## src/rtl/race_pkg.sv

```systemverilog
// Shared types and helpers for the two-player dice-race turn controller.
// The colour encoding matches the upstream colour detector.
package race_pkg;

    localparam int POS_W = 5;

    typedef enum logic [1:0] {
        NONE  = 2'b00,
        RED   = 2'b01,
        GREEN = 2'b10,
        BLUE  = 2'b11
    } color_t;

    typedef enum logic [2:0] {
        IDLE  = 3'd0,
        ARM   = 3'd1,
        MOVE  = 3'd2,
        CHECK = 3'd3,
        WIN   = 3'd4
    } turn_state_t;

    // Dice value carried by each detected colour.
    function automatic logic [1:0] color_to_steps(input color_t c);
        case (c)
            RED:     color_to_steps = 2'd1;
            GREEN:   color_to_steps = 2'd2;
            BLUE:    color_to_steps = 2'd3;
            default: color_to_steps = 2'd0;
        endcase
    endfunction

endpackage

```

## src/rtl/race_turn_controller_if.sv

```systemverilog
// Handshake bundle between the colour result manager / button logic (master)
// and the turn controller (slave), including the display-side outputs.
interface race_turn_controller_if;
    import race_pkg::*;

    logic [1:0]       stable_color;
    logic             result_ready;
    logic             roll_req;
    logic             game_restart;
    logic [POS_W-1:0] pos_p0;
    logic [POS_W-1:0] pos_p1;
    logic             cur_player;
    logic [1:0]       steps_left;
    logic             move_step;
    logic [2:0]       turn_state;
    logic             winner_valid;
    logic             winner_id;
    logic             arm_timeout;

    modport master (
        output stable_color, result_ready, roll_req, game_restart,
        input  pos_p0, pos_p1, cur_player, steps_left, move_step,
               turn_state, winner_valid, winner_id, arm_timeout
    );

    modport slave (
        input  stable_color, result_ready, roll_req, game_restart,
        output pos_p0, pos_p1, cur_player, steps_left, move_step,
               turn_state, winner_valid, winner_id, arm_timeout
    );

endinterface

```

## src/rtl/race_step_timer.sv

```systemverilog
// Step-period timer: pulses tick on the last of every STEP_TICKS enabled
// cycles. clear forces the count back to zero so a new move always starts
// a full period.
module race_step_timer #(
    parameter int STEP_TICKS = 12_500_000
) (
    input  logic clk,
    input  logic reset_n,
    input  logic clear,
    input  logic enable,
    output logic tick
);

    localparam int CNT_W = $clog2(STEP_TICKS);
    localparam logic [CNT_W-1:0] LAST = CNT_W'(STEP_TICKS - 1);

    logic [CNT_W-1:0] count;

    assign tick = enable && (count == LAST);

    // Count enabled cycles, wrapping on the terminal count.
    always_ff @(posedge clk or negedge reset_n) begin
        if (!reset_n) begin
            count <= '0;
        end else if (clear) begin
            count <= '0;
        end else if (enable) begin
            count <= tick ? '0 : count + CNT_W'(1);
        end
    end

endmodule

```

## src/rtl/race_turn_controller.sv

```systemverilog
// Two-player dice-race turn controller. Arms colour detection on a roll
// request, accepts a colour after consecutive matching results, walks the
// current player's token one square per step period, then declares a winner
// or hands the turn over.
// Optional feature: define RACE_ARM_TIMEOUT_EN to abandon an ARM phase after
// ARM_TIMEOUT_TICKS cycles without an accepted colour (pulses arm_timeout).
module race_turn_controller
    import race_pkg::*;
#(
    parameter int TRACK_LEN        = 16,
    parameter int STEP_TICKS       = 12_500_000,
    parameter int REQUIRED_MATCHES = 2
`ifdef RACE_ARM_TIMEOUT_EN
    ,
    parameter int ARM_TIMEOUT_TICKS = 250_000_000
`endif
) (
    input  logic                 clk,
    input  logic                 reset_n,
    race_turn_controller_if.slave bus
);

    localparam logic [POS_W-1:0] FINISH = POS_W'(TRACK_LEN);

    turn_state_t      state;
    color_t           last_color;
    color_t           in_color;
    logic [1:0]       match_cnt;
    logic [1:0]       next_cnt;
    logic [1:0]       steps_left;
    logic [POS_W-1:0] pos_p0;
    logic [POS_W-1:0] pos_p1;
    logic [POS_W-1:0] cur_pos;
    logic [POS_W-1:0] next_pos;
    logic             cur_player;
    logic             move_step;
    logic             winner_valid;
    logic             winner_id;
    logic             accept;
    logic             at_finish;
    logic             tick;
    logic             timer_clear;
    logic             timer_enable;

    assign in_color  = color_t'(bus.stable_color);
    assign cur_pos   = cur_player ? pos_p1 : pos_p0;
    assign next_pos  = cur_pos + POS_W'(1);
    assign at_finish = (cur_pos == FINISH);

    // Timer only runs in MOVE; any other state (or a restart) rewinds it so
    // the first advance lands a full step period after MOVE entry.
    assign timer_enable = (state == MOVE);
    assign timer_clear  = bus.game_restart || (state != MOVE);

    race_step_timer #(
        .STEP_TICKS(STEP_TICKS)
    ) u_step_timer (
        .clk    (clk),
        .reset_n(reset_n),
        .clear  (timer_clear),
        .enable (timer_enable),
        .tick   (tick)
    );

    // Match-counter update and acceptance decision for the current result.
    always_comb begin
        next_cnt = match_cnt;
        accept   = 1'b0;
        if ((state == ARM) && bus.result_ready) begin
            if (in_color == NONE) begin
                next_cnt = 2'd0;
            end else if (in_color == last_color) begin
                next_cnt = (match_cnt == 2'd3) ? 2'd3 : match_cnt + 2'd1;
            end else begin
                next_cnt = 2'd1;
            end
            accept = (in_color != NONE) && (next_cnt >= 2'(REQUIRED_MATCHES));
        end
    end

`ifdef RACE_ARM_TIMEOUT_EN
    logic [31:0] arm_cnt;
    logic        timeout_hit;
    logic        arm_timeout;

    // Acceptance on the terminal cycle takes precedence over the timeout.
    assign timeout_hit = (state == ARM) && !accept &&
                         (arm_cnt == 32'(ARM_TIMEOUT_TICKS - 1));

    // Cycles spent in the current ARM phase.
    always_ff @(posedge clk or negedge reset_n) begin
        if (!reset_n) begin
            arm_cnt <= '0;
        end else if (bus.game_restart || (state != ARM) || timeout_hit) begin
            arm_cnt <= '0;
        end else begin
            arm_cnt <= arm_cnt + 32'd1;
        end
    end

    assign bus.arm_timeout = arm_timeout;
`else
    assign bus.arm_timeout = 1'b0;
`endif

    // Turn FSM with registered outputs; game_restart mirrors reset.
    always_ff @(posedge clk or negedge reset_n) begin
        if (!reset_n) begin
            state        <= IDLE;
            last_color   <= NONE;
            match_cnt    <= 2'd0;
            steps_left   <= 2'd0;
            pos_p0       <= '0;
            pos_p1       <= '0;
            cur_player   <= 1'b0;
            move_step    <= 1'b0;
            winner_valid <= 1'b0;
            winner_id    <= 1'b0;
`ifdef RACE_ARM_TIMEOUT_EN
            arm_timeout  <= 1'b0;
`endif
        end else if (bus.game_restart) begin
            state        <= IDLE;
            last_color   <= NONE;
            match_cnt    <= 2'd0;
            steps_left   <= 2'd0;
            pos_p0       <= '0;
            pos_p1       <= '0;
            cur_player   <= 1'b0;
            move_step    <= 1'b0;
            winner_valid <= 1'b0;
            winner_id    <= 1'b0;
`ifdef RACE_ARM_TIMEOUT_EN
            arm_timeout  <= 1'b0;
`endif
        end else begin
            move_step <= 1'b0;
`ifdef RACE_ARM_TIMEOUT_EN
            arm_timeout <= 1'b0;
`endif
            case (state)
                IDLE: begin
                    if (bus.roll_req) begin
                        state     <= ARM;
                        match_cnt <= 2'd0;
                    end
                end
                ARM: begin
                    if (bus.result_ready) begin
                        match_cnt <= next_cnt;
                        if (in_color != NONE) begin
                            last_color <= in_color;
                        end
                    end
                    if (accept) begin
                        steps_left <= color_to_steps(in_color);
                        state      <= MOVE;
                    end
`ifdef RACE_ARM_TIMEOUT_EN
                    else if (timeout_hit) begin
                        state       <= IDLE;
                        match_cnt   <= 2'd0;
                        arm_timeout <= 1'b1;
                    end
`endif
                end
                MOVE: begin
                    if ((steps_left == 2'd0) || at_finish) begin
                        state <= CHECK;
                    end else if (tick) begin
                        if (cur_player) begin
                            pos_p1 <= next_pos;
                        end else begin
                            pos_p0 <= next_pos;
                        end
                        // Landing on the finish discards any remaining steps.
                        steps_left <= (next_pos == FINISH) ? 2'd0 : steps_left - 2'd1;
                        move_step  <= 1'b1;
                    end
                end
                CHECK: begin
                    if (at_finish) begin
                        state        <= WIN;
                        winner_valid <= 1'b1;
                        winner_id    <= cur_player;
                    end else begin
                        cur_player <= ~cur_player;
                        state      <= IDLE;
                    end
                end
                WIN: begin
                    state <= WIN;
                end
                default: begin
                    state <= IDLE;
                end
            endcase
        end
    end

    assign bus.pos_p0       = pos_p0;
    assign bus.pos_p1       = pos_p1;
    assign bus.cur_player   = cur_player;
    assign bus.steps_left   = steps_left;
    assign bus.move_step    = move_step;
    assign bus.turn_state   = state;
    assign bus.winner_valid = winner_valid;
    assign bus.winner_id    = winner_id;

endmodule

```

## src/flat_wrapper.sv

```systemverilog
// flat-port wrapper written by rule: the top's interface ports become plain ports
module race_turn_controller_flat import race_pkg::*;
#(
    parameter int TRACK_LEN        = 16,
    parameter int STEP_TICKS       = 12_500_000,
    parameter int REQUIRED_MATCHES = 2

)
  (clk, reset_n, bus_stable_color, bus_result_ready, bus_roll_req, bus_game_restart, bus_pos_p0, bus_pos_p1, bus_cur_player, bus_steps_left, bus_move_step, bus_turn_state, bus_winner_valid, bus_winner_id, bus_arm_timeout);
  race_turn_controller_if bus_i ();
  input  logic clk;
  input  logic reset_n;
  input wire logic [$bits(bus_i.stable_color)-1:0] bus_stable_color;
  input wire logic [$bits(bus_i.result_ready)-1:0] bus_result_ready;
  input wire logic [$bits(bus_i.roll_req)-1:0] bus_roll_req;
  input wire logic [$bits(bus_i.game_restart)-1:0] bus_game_restart;
  output wire logic [$bits(bus_i.pos_p0)-1:0] bus_pos_p0;
  output wire logic [$bits(bus_i.pos_p1)-1:0] bus_pos_p1;
  output wire logic [$bits(bus_i.cur_player)-1:0] bus_cur_player;
  output wire logic [$bits(bus_i.steps_left)-1:0] bus_steps_left;
  output wire logic [$bits(bus_i.move_step)-1:0] bus_move_step;
  output wire logic [$bits(bus_i.turn_state)-1:0] bus_turn_state;
  output wire logic [$bits(bus_i.winner_valid)-1:0] bus_winner_valid;
  output wire logic [$bits(bus_i.winner_id)-1:0] bus_winner_id;
  output wire logic [$bits(bus_i.arm_timeout)-1:0] bus_arm_timeout;
  assign bus_i.stable_color = bus_stable_color;
  assign bus_i.result_ready = bus_result_ready;
  assign bus_i.roll_req = bus_roll_req;
  assign bus_i.game_restart = bus_game_restart;
  assign bus_pos_p0 = bus_i.pos_p0;
  assign bus_pos_p1 = bus_i.pos_p1;
  assign bus_cur_player = bus_i.cur_player;
  assign bus_steps_left = bus_i.steps_left;
  assign bus_move_step = bus_i.move_step;
  assign bus_turn_state = bus_i.turn_state;
  assign bus_winner_valid = bus_i.winner_valid;
  assign bus_winner_id = bus_i.winner_id;
  assign bus_arm_timeout = bus_i.arm_timeout;
  race_turn_controller #(.TRACK_LEN(TRACK_LEN), .STEP_TICKS(STEP_TICKS), .REQUIRED_MATCHES(REQUIRED_MATCHES)) u_core (.clk(clk), .reset_n(reset_n), .bus(bus_i));
endmodule
```

## config.mk

```make
export PLATFORM = sky130hd
export DESIGN_NAME = race_turn_controller_flat
export DESIGN_NICKNAME = d
export VERILOG_FILES = /design/src/rtl/race_pkg.sv /design/src/rtl/race_turn_controller_if.sv /design/src/rtl/race_step_timer.sv /design/src/rtl/race_turn_controller.sv /design/src/flat_wrapper.sv
export SDC_FILE = /design/constraint.sdc
export NUM_CORES = 1
export LEC_CHECK = 0
export ABC_AREA = 1
export CAP_MARGIN = 10
export CORE_UTILIZATION = 57
export DETAILED_ROUTE_END_ITERATION = 16
export PLACE_DENSITY = 0.79
export SYNTH_ARGS = -nofsm -noshare
export SYNTH_HDL_FRONTEND = slang
export SYNTH_SLANG_ARGS = --single-unit
```

## constraint.sdc

```tcl
create_clock -name clk -period 2.2 [get_ports clk]
set_clock_uncertainty 0.05 [all_clocks]
set_input_delay 0.44 -clock clk [delete_from_list [all_inputs] [get_ports clk]]
set_output_delay 0.44 -clock clk [all_outputs]
set_load 0.02 [all_outputs]
```

# After elaboration in Yosys (flattened, before gate mapping)
# Cells that the tools add are included.
# classes
n_eq_ne	23
reduce_logical	28
mux	54
addsub	4
order_cmp	1
n_bitwise	1
# ops
op	n
24-bit two-way mux	3
5-bit two-way mux	11
2-bit two-way mux	17
24-bit by 1-bit adder with 24-bit output, second input constant	1
24-bit equality test, second input constant	1
2-bit nonzero test	10
4-bit AND reduction	4
3-bit two-way mux	5
3-bit one-hot mux with 5 select lines	1
1-bit two-way mux	14
3-bit by 2-bit inequality test with 1-bit output, second input constant	4
3-bit inequality test, second input constant	4
5-bit equality test, second input constant	2
2-bit one-hot mux with 2 select lines	2
2-bit equality test, second input constant	3
3-bit by 2-bit equality test with 1-bit output, second input constant	2
2-bit inequality test, second input constant	3
2-bit one-hot mux with 3 select lines	1
3-bit AND reduction	2
3-bit nonzero test	2
5-bit by 1-bit adder with 5-bit output, second input constant	1
2-bit logical NOT	2
2-bit AND reduction	2
3-bit by 1-bit equality test with 1-bit output, second input constant	1
10 further kinds	13
# totals
out_inout_bits	20
in_bits	7
elab_cells	122
reg_bits	47

# Longest topological paths before layout
# Gate-level depths: netlist (run 1).
# depth
ltp_word	11
depth_mapped	15
ltp_nobuf	14

# Cells and area by module
# Synthesis (run 1) repeated with hierarchy kept, for this count alone.
# unflattened
hier_cells	397
hier_area_um2	2934.1
# by_module_without_submodules
module	area_per_inst_um2	cells_per_inst	seq_area_each_um2	n_inst
race_step_timer	1486.4	204	600.6	1
race_turn_controller	1447.6	193	575.6	1

# Least setup slack after synthesis (run 1)
# Ideal clock, no wire load.
# synth_path
path_type	flip-flop to flip-flop
startpoint	reg u_core.cur_player, in the netlist u_core.bus.cur_player
endpoint	reg u_core.pos_p1[4], in the netlist u_core.bus.pos_p1[4]
synth_period_minus_slack_ps	1889
path_slack_ps	311
path_stages_with_launch	15
t_required_ps	2028
path_buffers	1
setup_ps	122
t_arrival_ps	1717
cell_sequence	dfrtp_1 buf_6 inv_4 nand2_1 nand2_1 inv_1 ha_1 inv_1 nor2_1 nand2_2 nand3_1 nand2_1 nand3_2 nand2_1 o21ai_1
# synth_via
elab_chain_cells	7
# synth_lines
element	line	source
from (decl)	race_turn_controller.sv:35	logic cur_player;
from (signal assigned)	race_turn_controller.sv:187	cur_player <= ~cur_player;
5-bit two-way mux	race_turn_controller.sv:46	assign cur_pos = cur_player ? pos_p1 : pos_p0;
5-bit by 1-bit adder with 5-bit output	race_turn_controller.sv:47	assign next_pos = cur_pos + POS_W'(1);
5-bit two-way mux	race_turn_controller.sv:171	if (cur_player) begin
5-bit two-way mux	race_turn_controller.sv:170	end else if (tick) begin
5-bit two-way mux	race_turn_controller.sv:168	if ((steps_left == 2'd0) || at_finish) begin
5-bit two-way mux	race_turn_controller.sv:141	case (state)
5-bit two-way mux	race_turn_controller.sv:122	end else if (bus.game_restart) begin
to (signal assigned)	race_turn_controller.sv:172	pos_p1 <= next_pos;
to (decl)	race_turn_controller.sv:32	logic [POS_W-1:0] pos_p1;
# Parallel ways exist; a longest one is shown, timed or not. The select of a mux whose other input is x is not followed.
# A chain may end at the register's enable or synchronous reset.

# Worst setup path after layout (run 1)
# layout_path
startpoint	reg u_core.cur_player, in the netlist u_core.bus.cur_player
endpoint	out bus_cur_player
# layout_rtl
element	line	source
to (decl)	flat_wrapper.sv:19	output wire logic [$bits(bus_i.cur_player)-1:0] bus_cur_player;
# No word-level cell between the ends.

==> metrics.csv, run 1 <==
metric,value,unit
Clock Power Share,0.197,
fin. max-slew vios,0,
grt ovf,0,
die area,5190,µm²
critical path class,reg2out,
R2R depth,13,
"Clk Latency, worst-skew pair",310,ps
Psw,1.16,mW
Logic pwr share,0.414,
synth warn,0,
IO Count,27,
Max Cap Viol,0,
Yosys top cell area share,0.421,
Setup crit end kind,output pin,
hold_ws,156,ps
RSZ-0062 raised after global routing,no,
post-synthesis sequential area ratio,0.421,
area grow syn2layout,15.4,%
most area-consuming cells after synthesis,"dfrtp_1 42%, nand2_1 13%, nor2_1 6.2%",
Antenna Nets Post-Route,0,
first-pass GRT wire length,9460,µm
final WL,5640,µm
Main synth FF type,dfrtp_1,
pin count of the biggest net entering global routing,48,
Detailed Routing Iterations Pass 1,4,
vias in the first global route,2238,
VDD IR max,0.401,mV
Row Count,25,
fin nets,416,
type of origin of the critical path,register,
Synth cell types,39,
reg2reg end,u_core.bus.pos_p0[1],
GR Util All Layers,0.231,
syn_nets,385,
Num CTS Buffers,5,
switching share of power,0.407,
arrival time of the worst setup path,1490,ps
pwr/cell area,883,nW/µm²
worst-path cell chain,buf_4 -> clkdlybuf4s50_1,
total core area,4720,µm²
CTS sink count,47,
final worst-path cycle share,0.900,
most frequent cells in the layout,"99 x nand2_1, 46 x nor2_1, 46 x dfrtp_1",
XOR/XNOR Fraction of Synth Area,0.00313,
min Tclk post-route,1980,ps
Final setup viols,0,
synthesized instance count,374,
initial antenna violation count,0,
compound-gate portion of the synthesized area,0.106,
Internal Power,1.69,mW
DP Area,3110,µm²
post-route insts no fill,473,
P_leak,1.42,nW
CTS tree,yes,
Rel. slew slack,0.602,
share of post-route cells with drive strength above 1,0.128,
TNS Setup,0,ps
DRC violation count after routing,0,
Clock Pin Slew Worst Setup and Hold Paths,90,ps
synthesized flop and latch total,47,
Reg power frac,0.389,
register-to-register setup slack,300,ps
Tightest Hold Check Type,in2async,
Starting Density,0.592,
post-route cell area,3230,µm²
# port buffers,25,
main combinational cell family by area after synthesis,simple AND/OR/NAND/NOR gates,
chip width,72.0,µm
crit-path max FO,6,
initial DRC count,112,
placed cell count,465,
reg2reg start,u_core.bus.cur_player,
WP data required,1710,ps
# diodes,0,
Synth Area in Adders,0.0179,
vias per inst,5.23,
dpl hpwl,4200,µm
Post-Syn Area,2800,µm²
critical path's largest stage delay,600,ps
maximum clock insertion buffer count,2,
Post-CTS Setup Bufs,0,
cell at the slowest stage of the critical path,clkdlybuf4s50_1,
Post-synth EDFFs,0,
htree depth,2,
fmax,505,MHz
clock root cell,clkbuf_8,
vias,2475,
status,"finished, final reports clean",
per-cell routed wire length,11.9,µm
Hold Fails Final Rpt,0,
Worst-Margin Slew,597,ps
"FFs w/ async S/R, synth",1.00,
Die Height,72.0,µm
Synth Area in Simple Gates,0.366,
mux share of post-synthesis cell area,0,
cell taking the most area after synthesis,dfrtp_1,
Post-Syn Area per Cell,7.48,µm²
"commonest non-fill, non-tap cell in the layout",nand2_1,
GPL Wtd Cong,0.876,
## critical path: cells and delay by family (launching register included)
| family | cells | cell delay [ps] |
|---|---|---|
| buffers and inverters | 2 | 760 |
| flip-flops | 1 | 420 |
## area by class of cell
type,count,area (µm²)
fillers,410,1500
repair buffers,29,275
multi-input cells,273,1400
well taps,67,83.8
clock buffers,6,82.6
clock inverters,2,16.3
inverters,49,191
flip-flops and latches,47,1180
## metal layers
| layer | vias to the layer above | wire [µm] | GRT usage |
|---|---|---|---|
| met4 | 0 | 40 | 0.0806 |
| met2 | 41 | 2760 | 0.398 |
| li1 | 1270 | - | - |
| met1 | 1159 | 2660 | 0.293 |
| met3 | 5 | 177 | 0.0417 |
| met5 | - | 0 | 0 |
## what timing repair did
item / CTS / global route
hold buffers: 0 / 0
resized for setup: 0 / 4
endpoints found under the setup margin: 0 / 6
## power by group through the flow
stage               clock, mW  combinational [mW]  sequential [mW]
finish                  0.561                1.18             1.11
global route            0.609                1.33             1.12
CTS                     0.578                1.17             1.10
detailed placement          0                1.16             1.12
global placement            0                1.14             1.12
floorplan                   0               0.692             1.21
## cell usage after synthesis (2+ instances only)
cell,instances
o21ai_1,9
ha_1,4
nand2_2,10
buf_4,2
a21oi_1,17
nand3_1,22
nor2_1,46
o21bai_1,2
nand2_1,100
nor2_2,7
o21ai_2,3
nor3_1,11
inv_4,3
nand4_1,8
nor2_4,3
nand3_2,3
a31oi_1,2
inv_1,45
o21ai_0,11
dfrtp_1,47
## how the worst max path moves through the flow
stage | from | end | slack, ps
floorplan | u_core.bus.cur_player | u_core.bus.pos_p1[4] | 310
global placement | bus_stable_color[1] | u_core.bus.steps_left[1] | 160
detailed placement | bus_stable_color[1] | u_core.bus.steps_left[1] | 130
CTS | u_core.bus.cur_player | bus_cur_player | 160
global route | u_core.bus.cur_player | u_core.bus.pos_p0[1] | 70
finish | u_core.bus.cur_player | bus_cur_player | 220
## cells by family after synthesis
group,Yosys count
AND/OR/NAND/NOR,217
buffers and inverters,54
AO/OA/AOI/OAI,50
flip-flops,47
adder cells (fa/ha/maj),4
XOR/XNOR,1
other,1
## metrics by stage
stage / util / total power [mW] / worst slack (ps)
final: 0.683 / 2.85 / 220
after global routing: 0.683 / 3.06 / 65.4
after CTS: 0.679 / 2.85 / 162
after detailed placement: 0.658 / 2.28 / 127
after global placement: 0.658 / 2.26 / 164
after floorplan: - / 1.91 / 311
## flip-flops by register name (all words and copies together), names as in the netlist
register                   flops
u_core.bus.pos_p1              5
u_core.bus.steps_left          2
u_core.bus.pos_p0              5
u_core.bus.winner_id           1
u_core.u_step_timer.count     24
u_core.match_cnt               2
u_core.last_color              2
u_core.bus.winner_valid        1
u_core.bus.cur_player          1
u_core.bus.turn_state          3
u_core.bus.move_step           1
Power figures use the tool's default switching activity.
==> run 2, diff against run 1 <==
--- a/config.mk
+++ b/config.mk
@@ -8,6 +8,7 @@
 export ABC_AREA = 1
 export CAP_MARGIN = 10
 export CORE_UTILIZATION = 57
+export CTS_CLUSTER_DIAMETER = 200
 export DETAILED_ROUTE_END_ITERATION = 16
 export PLACE_DENSITY = 0.79
 export SYNTH_ARGS = -nofsm -noshare
==> results of run 2 <==
The final DEF is identical to that of run 1; final timing and power are the same.
